--- src/rtl/iob_ram_t2p_tiled_arb_pkg.sv ---
`default_nettype none
// +--------------------------------------------------------------------------+
// | iob_ram_t2p_tiled_arb_pkg                                                |
// | Shared encodings for the tiled-RAM two-requester arbiter.                |
// | Revision: 1.0                                                            |
// +--------------------------------------------------------------------------+
package iob_ram_t2p_tiled_arb_pkg;

  localparam int DEF_DATA_W = 16;
  localparam int DEF_ADDR_W = 13;
  localparam int MEM_DEPTH  = 2 ** DEF_ADDR_W;

  localparam logic [0:0] ST_CLEAR = 1'b0;
  localparam logic [0:0] ST_RUN   = 1'b1;

  localparam logic [0:0] REQ_A = 1'b0;
  localparam logic [0:0] REQ_B = 1'b1;

endpackage
`default_nettype wire

--- src/rtl/iob_ram_t2p_tiled_arb_if.sv ---
`default_nettype none
// +--------------------------------------------------------------------------+
// | iob_ram_t2p_tiled_arb_if                                                 |
// | Request/response bundle for requesters A and B of the tiled-RAM arbiter. |
// | Revision: 1.0                                                            |
// +--------------------------------------------------------------------------+
interface iob_ram_t2p_tiled_arb_if #(
  parameter int DATA_W = 16,
  parameter int ADDR_W = 13
);

  logic              a_valid_i;
  logic              a_ready_o;
  logic              a_we_i;
  logic [ADDR_W-1:0] a_addr_i;
  logic [DATA_W-1:0] a_wdata_i;
  logic              a_rvalid_o;
  logic [DATA_W-1:0] a_rdata_o;

  logic              b_valid_i;
  logic              b_ready_o;
  logic              b_we_i;
  logic [ADDR_W-1:0] b_addr_i;
  logic [DATA_W-1:0] b_wdata_i;
  logic              b_rvalid_o;
  logic [DATA_W-1:0] b_rdata_o;

  modport master (
    output a_valid_i, a_we_i, a_addr_i, a_wdata_i,
    input  a_ready_o, a_rvalid_o, a_rdata_o,
    output b_valid_i, b_we_i, b_addr_i, b_wdata_i,
    input  b_ready_o, b_rvalid_o, b_rdata_o
  );

  modport slave (
    input  a_valid_i, a_we_i, a_addr_i, a_wdata_i,
    output a_ready_o, a_rvalid_o, a_rdata_o,
    input  b_valid_i, b_we_i, b_addr_i, b_wdata_i,
    output b_ready_o, b_rvalid_o, b_rdata_o
  );

endinterface
`default_nettype wire

--- src/rtl/iob_ram_t2p_tiled_arb_rr.sv ---
`default_nettype none
// +--------------------------------------------------------------------------+
// | iob_rr_arb2                                                              |
// | Two-way round-robin grant with a registered priority pointer.            |
// | Revision: 1.0                                                            |
// +--------------------------------------------------------------------------+
module iob_rr_arb2
  import iob_ram_t2p_tiled_arb_pkg::*;
(
  input  wire logic       clk_i,
  input  wire logic       arst_i,
  input  wire logic       en_i,
  input  wire logic [1:0] req_i,
  output logic      [1:0] gnt_o
);

  logic ptr_q;
  logic ptr_d;

  always_ff @(posedge clk_i or posedge arst_i) begin
    if (arst_i) ptr_q <= REQ_A;
    else        ptr_q <= ptr_d;
  end

  always_comb begin
    gnt_o = 2'b00;
    if (en_i) begin
      if (req_i == 2'b11) gnt_o[ptr_q] = 1'b1;
      else                gnt_o = req_i;
    end
  end

  // Priority passes to whoever lost (or was idle) on each grant.
  always_comb begin
    ptr_d = ptr_q;
    if (gnt_o[REQ_A])      ptr_d = REQ_B;
    else if (gnt_o[REQ_B]) ptr_d = REQ_A;
  end

endmodule
`default_nettype wire

--- src/rtl/iob_ram_t2p_tiled_arb.sv ---
`default_nettype none
// +--------------------------------------------------------------------------+
// | iob_ram_t2p_tiled_arb                                                    |
// | Round-robin arbiter for two requesters in front of one tiled RAM.        |
// | Optional power-up zero sweep: IOB_RAM_T2P_TILED_ARB_CLEAR_EN.            |
// | Revision: 1.0                                                            |
// +--------------------------------------------------------------------------+
module iob_ram_t2p_tiled_arb
  import iob_ram_t2p_tiled_arb_pkg::*;
#(
  parameter int DATA_W = DEF_DATA_W,
  parameter int ADDR_W = DEF_ADDR_W
) (
  input  wire logic              clk_i,
  input  wire logic              arst_i,
  iob_ram_t2p_tiled_arb_if.slave req,
  output logic                   mem_w_en_o,
  output logic                   mem_r_en_o,
  output logic      [ADDR_W-1:0] mem_addr_o,
  output logic      [DATA_W-1:0] mem_w_data_o,
  input  wire logic [DATA_W-1:0] mem_r_data_i,
  output logic                   init_done_o
);

  logic [0:0]        state_q;
  logic [0:0]        state_d;
  logic              clearing;
  logic [1:0]        gnt;
  logic [1:0]        rsp_q;
  logic [1:0]        rsp_d;
  logic [ADDR_W-1:0] clr_cnt_q;
  logic              clr_last;

`ifdef IOB_RAM_T2P_TILED_ARB_CLEAR_EN
  localparam logic [0:0] ST_RESET = ST_CLEAR;

  logic [ADDR_W-1:0] clr_cnt_d;

  always_ff @(posedge clk_i or posedge arst_i) begin
    if (arst_i) clr_cnt_q <= '0;
    else        clr_cnt_q <= clr_cnt_d;
  end

  assign clr_cnt_d = clearing ? clr_cnt_q + 1'b1 : clr_cnt_q;
  assign clr_last  = (clr_cnt_q == {ADDR_W{1'b1}});
`else
  localparam logic [0:0] ST_RESET = ST_RUN;

  assign clr_cnt_q = '0;
  assign clr_last  = 1'b0;
`endif

  always_ff @(posedge clk_i or posedge arst_i) begin
    if (arst_i) state_q <= ST_RESET;
    else        state_q <= state_d;
  end

  always_comb begin
    state_d = state_q;
    case (state_q)
      ST_CLEAR: if (clr_last) state_d = ST_RUN;
      default:  state_d = state_q;
    endcase
  end

  iob_rr_arb2 u_rr (
    .clk_i  (clk_i),
    .arst_i (arst_i),
    .en_i   (init_done_o),
    .req_i  ({req.b_valid_i, req.a_valid_i}),
    .gnt_o  (gnt)
  );

  always_comb begin
    init_done_o  = (state_q == ST_RUN);
    clearing     = (state_q == ST_CLEAR);
    mem_w_en_o   = 1'b0;
    mem_r_en_o   = 1'b0;
    mem_addr_o   = '0;
    mem_w_data_o = '0;
    if (clearing) begin
      mem_w_en_o = 1'b1;
      mem_addr_o = clr_cnt_q;
    end else if (gnt[REQ_A]) begin
      mem_w_en_o   = req.a_we_i;
      mem_r_en_o   = ~req.a_we_i;
      mem_addr_o   = req.a_addr_i;
      mem_w_data_o = req.a_wdata_i;
    end else if (gnt[REQ_B]) begin
      mem_w_en_o   = req.b_we_i;
      mem_r_en_o   = ~req.b_we_i;
      mem_addr_o   = req.b_addr_i;
      mem_w_data_o = req.b_wdata_i;
    end
  end

  // One-hot tag of which requester owns the RAM data arriving next cycle.
  assign rsp_d = {gnt[REQ_B] & ~req.b_we_i, gnt[REQ_A] & ~req.a_we_i};

  always_ff @(posedge clk_i or posedge arst_i) begin
    if (arst_i) rsp_q <= 2'b00;
    else        rsp_q <= rsp_d;
  end

  assign req.a_ready_o  = gnt[REQ_A];
  assign req.b_ready_o  = gnt[REQ_B];
  assign req.a_rvalid_o = rsp_q[REQ_A];
  assign req.b_rvalid_o = rsp_q[REQ_B];
  assign req.a_rdata_o  = rsp_q[REQ_A] ? mem_r_data_i : '0;
  assign req.b_rdata_o  = rsp_q[REQ_B] ? mem_r_data_i : '0;

endmodule
`default_nettype wire

--- src/flat_wrapper.sv ---
// flat-port wrapper written by rule: the top's interface ports become plain ports
module iob_ram_t2p_tiled_arb_flat import iob_ram_t2p_tiled_arb_pkg::*;
#(
  parameter int DATA_W = DEF_DATA_W,
  parameter int ADDR_W = DEF_ADDR_W
)
  (clk_i, arst_i, mem_w_en_o, mem_r_en_o, mem_addr_o, mem_w_data_o, mem_r_data_i, init_done_o, req_a_valid_i, req_a_we_i, req_a_addr_i, req_a_wdata_i, req_a_ready_o, req_a_rvalid_o, req_a_rdata_o, req_b_valid_i, req_b_we_i, req_b_addr_i, req_b_wdata_i, req_b_ready_o, req_b_rvalid_o, req_b_rdata_o);
  iob_ram_t2p_tiled_arb_if #(.DATA_W(DATA_W), .ADDR_W(ADDR_W)) req_i ();
  input  wire logic clk_i;
  input  wire logic arst_i;
  output logic mem_w_en_o;
  output logic mem_r_en_o;
  output logic      [ADDR_W-1:0] mem_addr_o;
  output logic      [DATA_W-1:0] mem_w_data_o;
  input  wire logic [DATA_W-1:0] mem_r_data_i;
  output logic init_done_o;
  input wire logic [$bits(req_i.a_valid_i)-1:0] req_a_valid_i;
  input wire logic [$bits(req_i.a_we_i)-1:0] req_a_we_i;
  input wire logic [$bits(req_i.a_addr_i)-1:0] req_a_addr_i;
  input wire logic [$bits(req_i.a_wdata_i)-1:0] req_a_wdata_i;
  output wire logic [$bits(req_i.a_ready_o)-1:0] req_a_ready_o;
  output wire logic [$bits(req_i.a_rvalid_o)-1:0] req_a_rvalid_o;
  output wire logic [$bits(req_i.a_rdata_o)-1:0] req_a_rdata_o;
  input wire logic [$bits(req_i.b_valid_i)-1:0] req_b_valid_i;
  input wire logic [$bits(req_i.b_we_i)-1:0] req_b_we_i;
  input wire logic [$bits(req_i.b_addr_i)-1:0] req_b_addr_i;
  input wire logic [$bits(req_i.b_wdata_i)-1:0] req_b_wdata_i;
  output wire logic [$bits(req_i.b_ready_o)-1:0] req_b_ready_o;
  output wire logic [$bits(req_i.b_rvalid_o)-1:0] req_b_rvalid_o;
  output wire logic [$bits(req_i.b_rdata_o)-1:0] req_b_rdata_o;
  assign req_i.a_valid_i = req_a_valid_i;
  assign req_i.a_we_i = req_a_we_i;
  assign req_i.a_addr_i = req_a_addr_i;
  assign req_i.a_wdata_i = req_a_wdata_i;
  assign req_a_ready_o = req_i.a_ready_o;
  assign req_a_rvalid_o = req_i.a_rvalid_o;
  assign req_a_rdata_o = req_i.a_rdata_o;
  assign req_i.b_valid_i = req_b_valid_i;
  assign req_i.b_we_i = req_b_we_i;
  assign req_i.b_addr_i = req_b_addr_i;
  assign req_i.b_wdata_i = req_b_wdata_i;
  assign req_b_ready_o = req_i.b_ready_o;
  assign req_b_rvalid_o = req_i.b_rvalid_o;
  assign req_b_rdata_o = req_i.b_rdata_o;
  iob_ram_t2p_tiled_arb #(.DATA_W(DATA_W), .ADDR_W(ADDR_W)) u_core (.clk_i(clk_i), .arst_i(arst_i), .req(req_i), .mem_w_en_o(mem_w_en_o), .mem_r_en_o(mem_r_en_o), .mem_addr_o(mem_addr_o), .mem_w_data_o(mem_w_data_o), .mem_r_data_i(mem_r_data_i), .init_done_o(init_done_o));
endmodule
--- config.mk ---
export PLATFORM = sky130hd
export DESIGN_NAME = iob_ram_t2p_tiled_arb_flat
export DESIGN_NICKNAME = d
export VERILOG_FILES = /design/src/rtl/iob_ram_t2p_tiled_arb_pkg.sv /design/src/rtl/iob_ram_t2p_tiled_arb_if.sv /design/src/rtl/iob_ram_t2p_tiled_arb_rr.sv /design/src/rtl/iob_ram_t2p_tiled_arb.sv /design/src/flat_wrapper.sv
export SDC_FILE = /design/constraint.sdc
export NUM_CORES = 1
export LEC_CHECK = 0
export ABC_CLOCK_PERIOD_IN_PS = 1550
export CAP_MARGIN = 5
export CORE_MARGIN = 1
export CORE_UTILIZATION = 19
export CTS_CLUSTER_SIZE = 10
export DETAILED_ROUTE_END_ITERATION = 16
export HOLD_SLACK_MARGIN = 0.1
export PLACE_DENSITY_LB_ADDON = 0.08
export SYNTH_ARGS = -nofsm -noshare
export SYNTH_HDL_FRONTEND = slang
export SYNTH_HIERARCHICAL = 1
export SYNTH_SLANG_ARGS = --single-unit
--- constraint.sdc ---
create_clock -name clk_i -period 1.55 [get_ports clk_i]
set_clock_uncertainty 0.1 [all_clocks]
set_input_delay 0.2325 -clock clk_i [delete_from_list [all_inputs] [get_ports clk_i]]
set_output_delay 0.2325 -clock clk_i [all_outputs]
set_load 0.01 [all_outputs]
==> flow_summary.ini, run 1 <==
[run_status]
status = finished with violations
violations = negative setup slack

[sta]
fin_crit_sh_pct = 120
max_freq_mhz = 538
fin_ws_ps = -307
setup_viol = 32
rsz0062_at_grt = true
min_period_ps = 1860
final_hold_viol_count = 0
holdWs_ps = 425
drv_slew = 0

[route]
dr.pass1.iters = 4
drc = 0
detail-route-antenna-nets = 0
wl_per_cell_um = 13.6
vias = 1388
routed_wirelength_mm = 4.18
viasPerCell = 4.51
drt_iter0_markers = 20

[setup_path]
reg2reg_depth = 7
critPathCapture = mem_w_data_o[7]
worstReg2RegStart = u_core/u_rr/ptr_q
cp.required_ps = 1220
worstSetupPathType = flip-flop to output pin
setup.worst_path.end_class = output pin
startpoint_type = flip-flop
crit_path_cell_trace = a21oi_2 -> buf_6 -> buf_6 -> buf_8 -> buf_16 -> a22o_1 -> buf_2
reg2reg_setup_slack_ps = 150
cp-startpoint = u_core/u_rr/ptr_q
arrival_ps = 1520
max_stage_delay_ps = 380
slowest_stage = dfrtp_1
critPathMostFrequentCell = buf_6
timing.rr.end = u_core/rsp_q[0]
worst-path-max-fanout = 13

[yosys]
ys.warnings.count = 6
synth_seq_cells = 3
ys_types = 17
synth_area_leaders = a22o_1 34%, and2_1 28%, dfrtp_1 11%
synth_top_area_share_pct = 34.4
netlist_area_sq_um = 713
synth.avg_cell_area_sq_um = 7.51
synth_top_cell_by_area = a22o_1
postSynthCellCount = 95
ys_seq_area_share_pct = 10.5

[floorplanning]
rows = 21
initial_core_util_pct = 20.6
die_h_um = 63.3
core_area_sq_um = 3470
die_w_um = 63.3
dieArea_sq_um = 4000
io_pins = 148

[grt]
grt_pass1_wl_mm = 6.30
grt_pass1_vias = 1384
grt_util_all_layers_pct = 20.1
grt_max_degree = 18
grt-ovfl-total = 0
antenna_found_initial = 0

[worst_hold_path]
hp-class = input port to flip-flop

[clock_tree]
path_clk_slew_ps = 30
clock-sinks = 3
cts_buffer_depth = 2
cts_made_buffers = 3
htreeDepth = 1
cts_tree = yes
worst_skew_pair.late_latency_ps = 210
clk_root_buffer_cell = clkbuf_8

[placed_design]
dp_hpwl_mm = 3.22
port_buffers = 146
routabilityCongestion = 0.763
dpl_cell_area_sq_um = 2310

[cells_and_area]
nNetsFinal = 343
design_area_sq_um = 2420
drive_gt1_share_pct = 26.3
antennaDiodeCount = 0
syn_to_final_growth_pct = 240

[job]
maxCapViolCount = 0

[power_and_ir_drop]
finalPower_uw = 974
total_leakage_power_nw = 1.25
pwr_density_cell_nw_per_um2 = 402
vdd_drop_max_mv = 0.227
-- kinds of logic (layout without fill, tap and decap cells) --
logic type / count (synthesis) / count (layout) / share of synthesized area (%)
compound gates: 34 / 34 / 39.5
buf+inv: 15 / 179 / 13.7
flops: 3 / 3 / 10.5
simple gates: 42 / 42 / 35.8
other cells: 1 / 4 / 0.526
-- worst max-delay path, delay by kind of cell, from the launching register on --
kind,cells,cell delay (ps)
compound gates,2,280
buf+inv,5,640
flops,1,380
-- cells in the mapped netlist (all sizes together) --
cell type	count
dfrtp	3
nand2	6
nor2b	3
a21o	1
and3	1
and2	32
inv	4
buf	9
clkbuf	2
a21oi	3
o21ai	2
a22o	28
conb	1
-- final cells by class --
class	count	area [sq um]
fill	293	1040
inverter	4	15.0
tap	46	57.6
sequential	3	75.1
multi-input combinational	80	584
clock buffer	4	45.0
timing repair buffer	171	1650
-- worst min path at each step --
stage                             start           endpoint  slack [ps]  cells after the start
after floorplan                  arst_i  u_core/u_rr/ptr_q        -140                      1
after global placement           arst_i  u_core/u_rr/ptr_q         320                      2
after detailed placement         arst_i  u_core/u_rr/ptr_q         310                      2
after CTS                 req_b_valid_i  u_core/u_rr/ptr_q         420                      3
after global routing      req_a_valid_i  u_core/u_rr/ptr_q         460                      4
final                     req_b_valid_i  u_core/u_rr/ptr_q         420                      3
-- per-layer routing --
metal,vias up,part of all wire (%),global-route usage [%]
li1,665,-,-
met1,625,34,18.8
met2,94,55,42.2
met3,4,9.5,4.17
met4,0,1.4,5.68
met5,-,0,0
-- registers in the layout (all words and copies together), names as in the netlist --
name               cells
u_core/u_rr/ptr_q      1
u_core/rsp_q           2
-- stage by stage --
stage	instances	TNS [ps]	util (%)	setup WS (ps)
after floorplan	98	-38.2	-	-1.91
after global placement	292	-28290	66.6	-782
after detailed placement	292	-29270	66.6	-816
after CTS	307	-9080	67.9	-310
after global routing	308	-10690	69.9	-364
final	308	-8780	69.9	-307
-- report_power, final --
part           internal [mW]  switching (mW)  total [mW]
clock                  0.175          0.0501       0.225
combinational          0.425           0.230       0.655
sequential            0.0862         0.00739      0.0936
-- placed cells by master (no fill, tap or decap), types with 2 or more instances in the layout --
cell type        Yosys  layout
nand2_1              6       3
clkdlybuf4s15_1      0       7
nand2_2              0       3
clkbuf_8             0       3
inv_1                4       3
nor2b_4              1       2
buf_16               0       4
dlygate4sd2_1        0      30
and2_1              32      32
clkdlybuf4s50_1      0      77
buf_4                2       8
o21ai_1              2       2
a21oi_2              1       2
buf_12               0       3
a22o_1              28      28
buf_2                3      28
dfrtp_1              3       3
buf_6                4      11
conb_1               1       4
-- what timing repair did --
item,in CTS,in global routing
gates resized for setup,181,16
pin swaps,3,3
hold buffers,1,0
gates cloned,4,1
endpoints found under the hold margin,1,0
setup endpoints to repair,67,40
setup buffers,7,1
Power figures use the tool's default switching activity.
==> run 2: changes to the inputs <==
--- a/config.mk
+++ b/config.mk
@@ -9,10 +9,12 @@
 export CAP_MARGIN = 5
 export CORE_MARGIN = 1
 export CORE_UTILIZATION = 19
+export CTS_BUF_LIST = sky130_fd_sc_hd__clkbuf_4 sky130_fd_sc_hd__clkbuf_8
 export CTS_CLUSTER_SIZE = 10
 export DETAILED_ROUTE_END_ITERATION = 16
 export HOLD_SLACK_MARGIN = 0.1
 export PLACE_DENSITY_LB_ADDON = 0.08
+export SKIP_CTS_REPAIR_TIMING = 1
 export SYNTH_ARGS = -nofsm -noshare
 export SYNTH_HDL_FRONTEND = slang
 export SYNTH_HIERARCHICAL = 1
==> run 2 against run 1 <==
Effect of this change: sequential power down 1%; utilization is 1.3 points higher; setup slack got worse by 110 ps; global-route usage decreased by 2.1 points; highest routed layer unchanged; sequential share of layout area fell by 0.058 points; clock power increased by 8%; cell count shrank 0.32%; clock-buffer cell count stayed put; first-iteration DRC count shrank 40%; the run still ends with negative setup slack left.
==> flow_summary.ini, run 2 (synthesis gave the netlist of run 1 again) <==
[sta]
fin_crit_sh_pct = 127
rsz0062_at_grt = true
drv_slew = 0
final_hold_viol_count = 0
fin_ws_ps = -416
setup_viol = 31
holdWs_ps = 97.3
max_freq_mhz = 509
min_period_ps = 1970

[cells_and_area]
top_register = u_core/rsp_q
mostFrequentLayoutCell = clkdlybuf4s50_1
design_area_sq_um = 2470
nNetsFinal = 342
final_util_pct = 71.2
syn_to_final_growth_pct = 246
largest_reg_flops = 2
top_regs = u_core/rsp_q: 2 flops, u_core/u_rr/ptr_q: 1 flops
layout_common_cells = 77 x clkdlybuf4s50_1, 37 x dlymetal6s2s_1, 32 x and2_1, 28 x a22o_1, 19 x buf_2
drive_gt1_share_pct = 25.7
antennaDiodeCount = 0

[setup_path]
cp.depth = 8
setup.worst_path.end_class = output pin
critPathMostFrequentCell = buf_6
cp-startpoint = u_core/u_rr/ptr_q
arrival_ps = 1630
reg2reg_setup_slack_ps = 230
worstReg2RegStart = u_core/u_rr/ptr_q
crit_buf_inv = 5
timing.rr.end = u_core/rsp_q[0]
critPathCapture = mem_addr_o[5]
slowest_stage = dfrtp_1
reg2reg_depth = 6
worst-path-max-fanout = 5
max_stage_delay_ps = 390
crit_path_cell_trace = a21oi_2 -> buf_6 -> nor2b_4 -> buf_6 -> clkbuf_16 -> buf_6 -> a22o_1 -> buf_6
worstSetupPathType = flip-flop to output pin
path_delay_family = buffers and inverters
cp.required_ps = 1220
startpoint_type = flip-flop

[floorplanning]
dieArea_sq_um = 4000
io_pins = 148
die_h_um = 63.3
die_w_um = 63.3
initial_core_util_pct = 20.6
rows = 21
core_area_sq_um = 3470

[clock_tree]
clk_root_buffer_cell = clkbuf_8
htreeDepth = 1
path_clk_slew_ps = 30
cts_made_buffers = 3
cts_buffer_depth = 2
clock-sinks = 3
cts_tree = yes
worst_skew_pair.late_latency_ps = 210

[route]
wl_per_cell_um = 14.0
vias = 1404
wl_met3_um = 451
viasPerCell = 4.57
routed.top_layer = met4
dr.pass1.iters = 4
drc = 0
wl_met1_mm = 1.40
drt_iter0_markers = 12
routed_wirelength_mm = 4.30
detail-route-antenna-nets = 0
route.met2.wl_mm = 2.39

[power_and_ir_drop]
pwr-share-clk_pct = 25.1
switching_share_pct = 28.9
switching_power_uw = 279
pwr_density_cell_nw_per_um2 = 391
seqPwrFrac_pct = 9.6
p_comb_share_pct = 65.3
vdd_drop_max_mv = 0.230
internal_power_uw = 687
total_leakage_power_nw = 1.72

[grt]
grt_util_all_layers_pct = 17.9
grt_pass1_wl_mm = 5.69
grt_pass1_vias = 1318
antenna_found_initial = 0
grt_max_degree = 29
grt-ovfl-total = 0

[run_status]
violations = negative setup slack
status = finished with violations

[placed_design]
dpl_cell_area_sq_um = 2310
port_buffers = 146
dp_hpwl_mm = 3.22
routabilityCongestion = 0.763
post-place-ws_ps = -816

[job]
maxCapViolCount = 0

[worst_hold_path]
hp-class = input port to asynchronous set/reset pin
-- run 2: cell count changes in the layout (fill, tap and decap cells not counted), moves of 2 or more --
cell,change
dlygate4sd2_1,-30
nand2_2,-2
nand2_1,+2
buf_4,+3
clkdlybuf4s15_1,-7
clkbuf_2,+10
buf_2,-9
dlymetal6s2s_1,+37
buf_16,-4
-- run 2: area by class of cell --
cell class / count / area (sq um)
clock buffers: 4 / 48.8
fillers: 276 / 997
inverters: 4 / 15.0
multi-input cells: 80 / 579
flip-flops and latches: 3 / 75.1
well taps: 46 / 57.6
repair buffers: 170 / 1700
-- run 2: layer usage --
| metal | global-route usage [%] | vias up |
|---|---|---|
| met5 | 0 | - |
| met4 | 5.40 | 0 |
| met3 | 5.07 | 4 |
| met2 | 37.8 | 94 |
| met1 | 15.8 | 640 |
| li1 | - | 666 |
-- run 2: worst min path at each step --
stage	endpoint	slack, ps	cells past startpoint
after floorplan	u_core/u_rr/ptr_q	-140	1
after global placement	u_core/u_rr/ptr_q	320	2
after detailed placement	u_core/u_rr/ptr_q	310	2
after CTS	u_core/u_rr/ptr_q	100	2
after global routing	u_core/u_rr/ptr_q	120	2
final	u_core/u_rr/ptr_q	100	2
-- run 2: power by group through the flow --
stage / sequential [mW] / clock (mW) / combinational (mW)
6_report: 0.0925 / 0.243 / 0.630
5_1_grt: 0.0936 / 0.258 / 0.672
4_1_cts: 0.0928 / 0.249 / 0.637
3_5_place_dp: 0.0936 / 0 / 0.633
3_3_place_gp: 0.0930 / 0 / 0.624
2_1_floorplan: 0.0933 / 0 / 0.205
-- run 2: per-stage QoR --
stage	cells	TNS (ps)	total power, mW
floorplan	98	-38.2	0.298
global placement	292	-28290	0.717
detailed placement	292	-29270	0.727
CTS	296	-30450	0.979
global route	307	-12470	1.02
finish	307	-9990	0.966
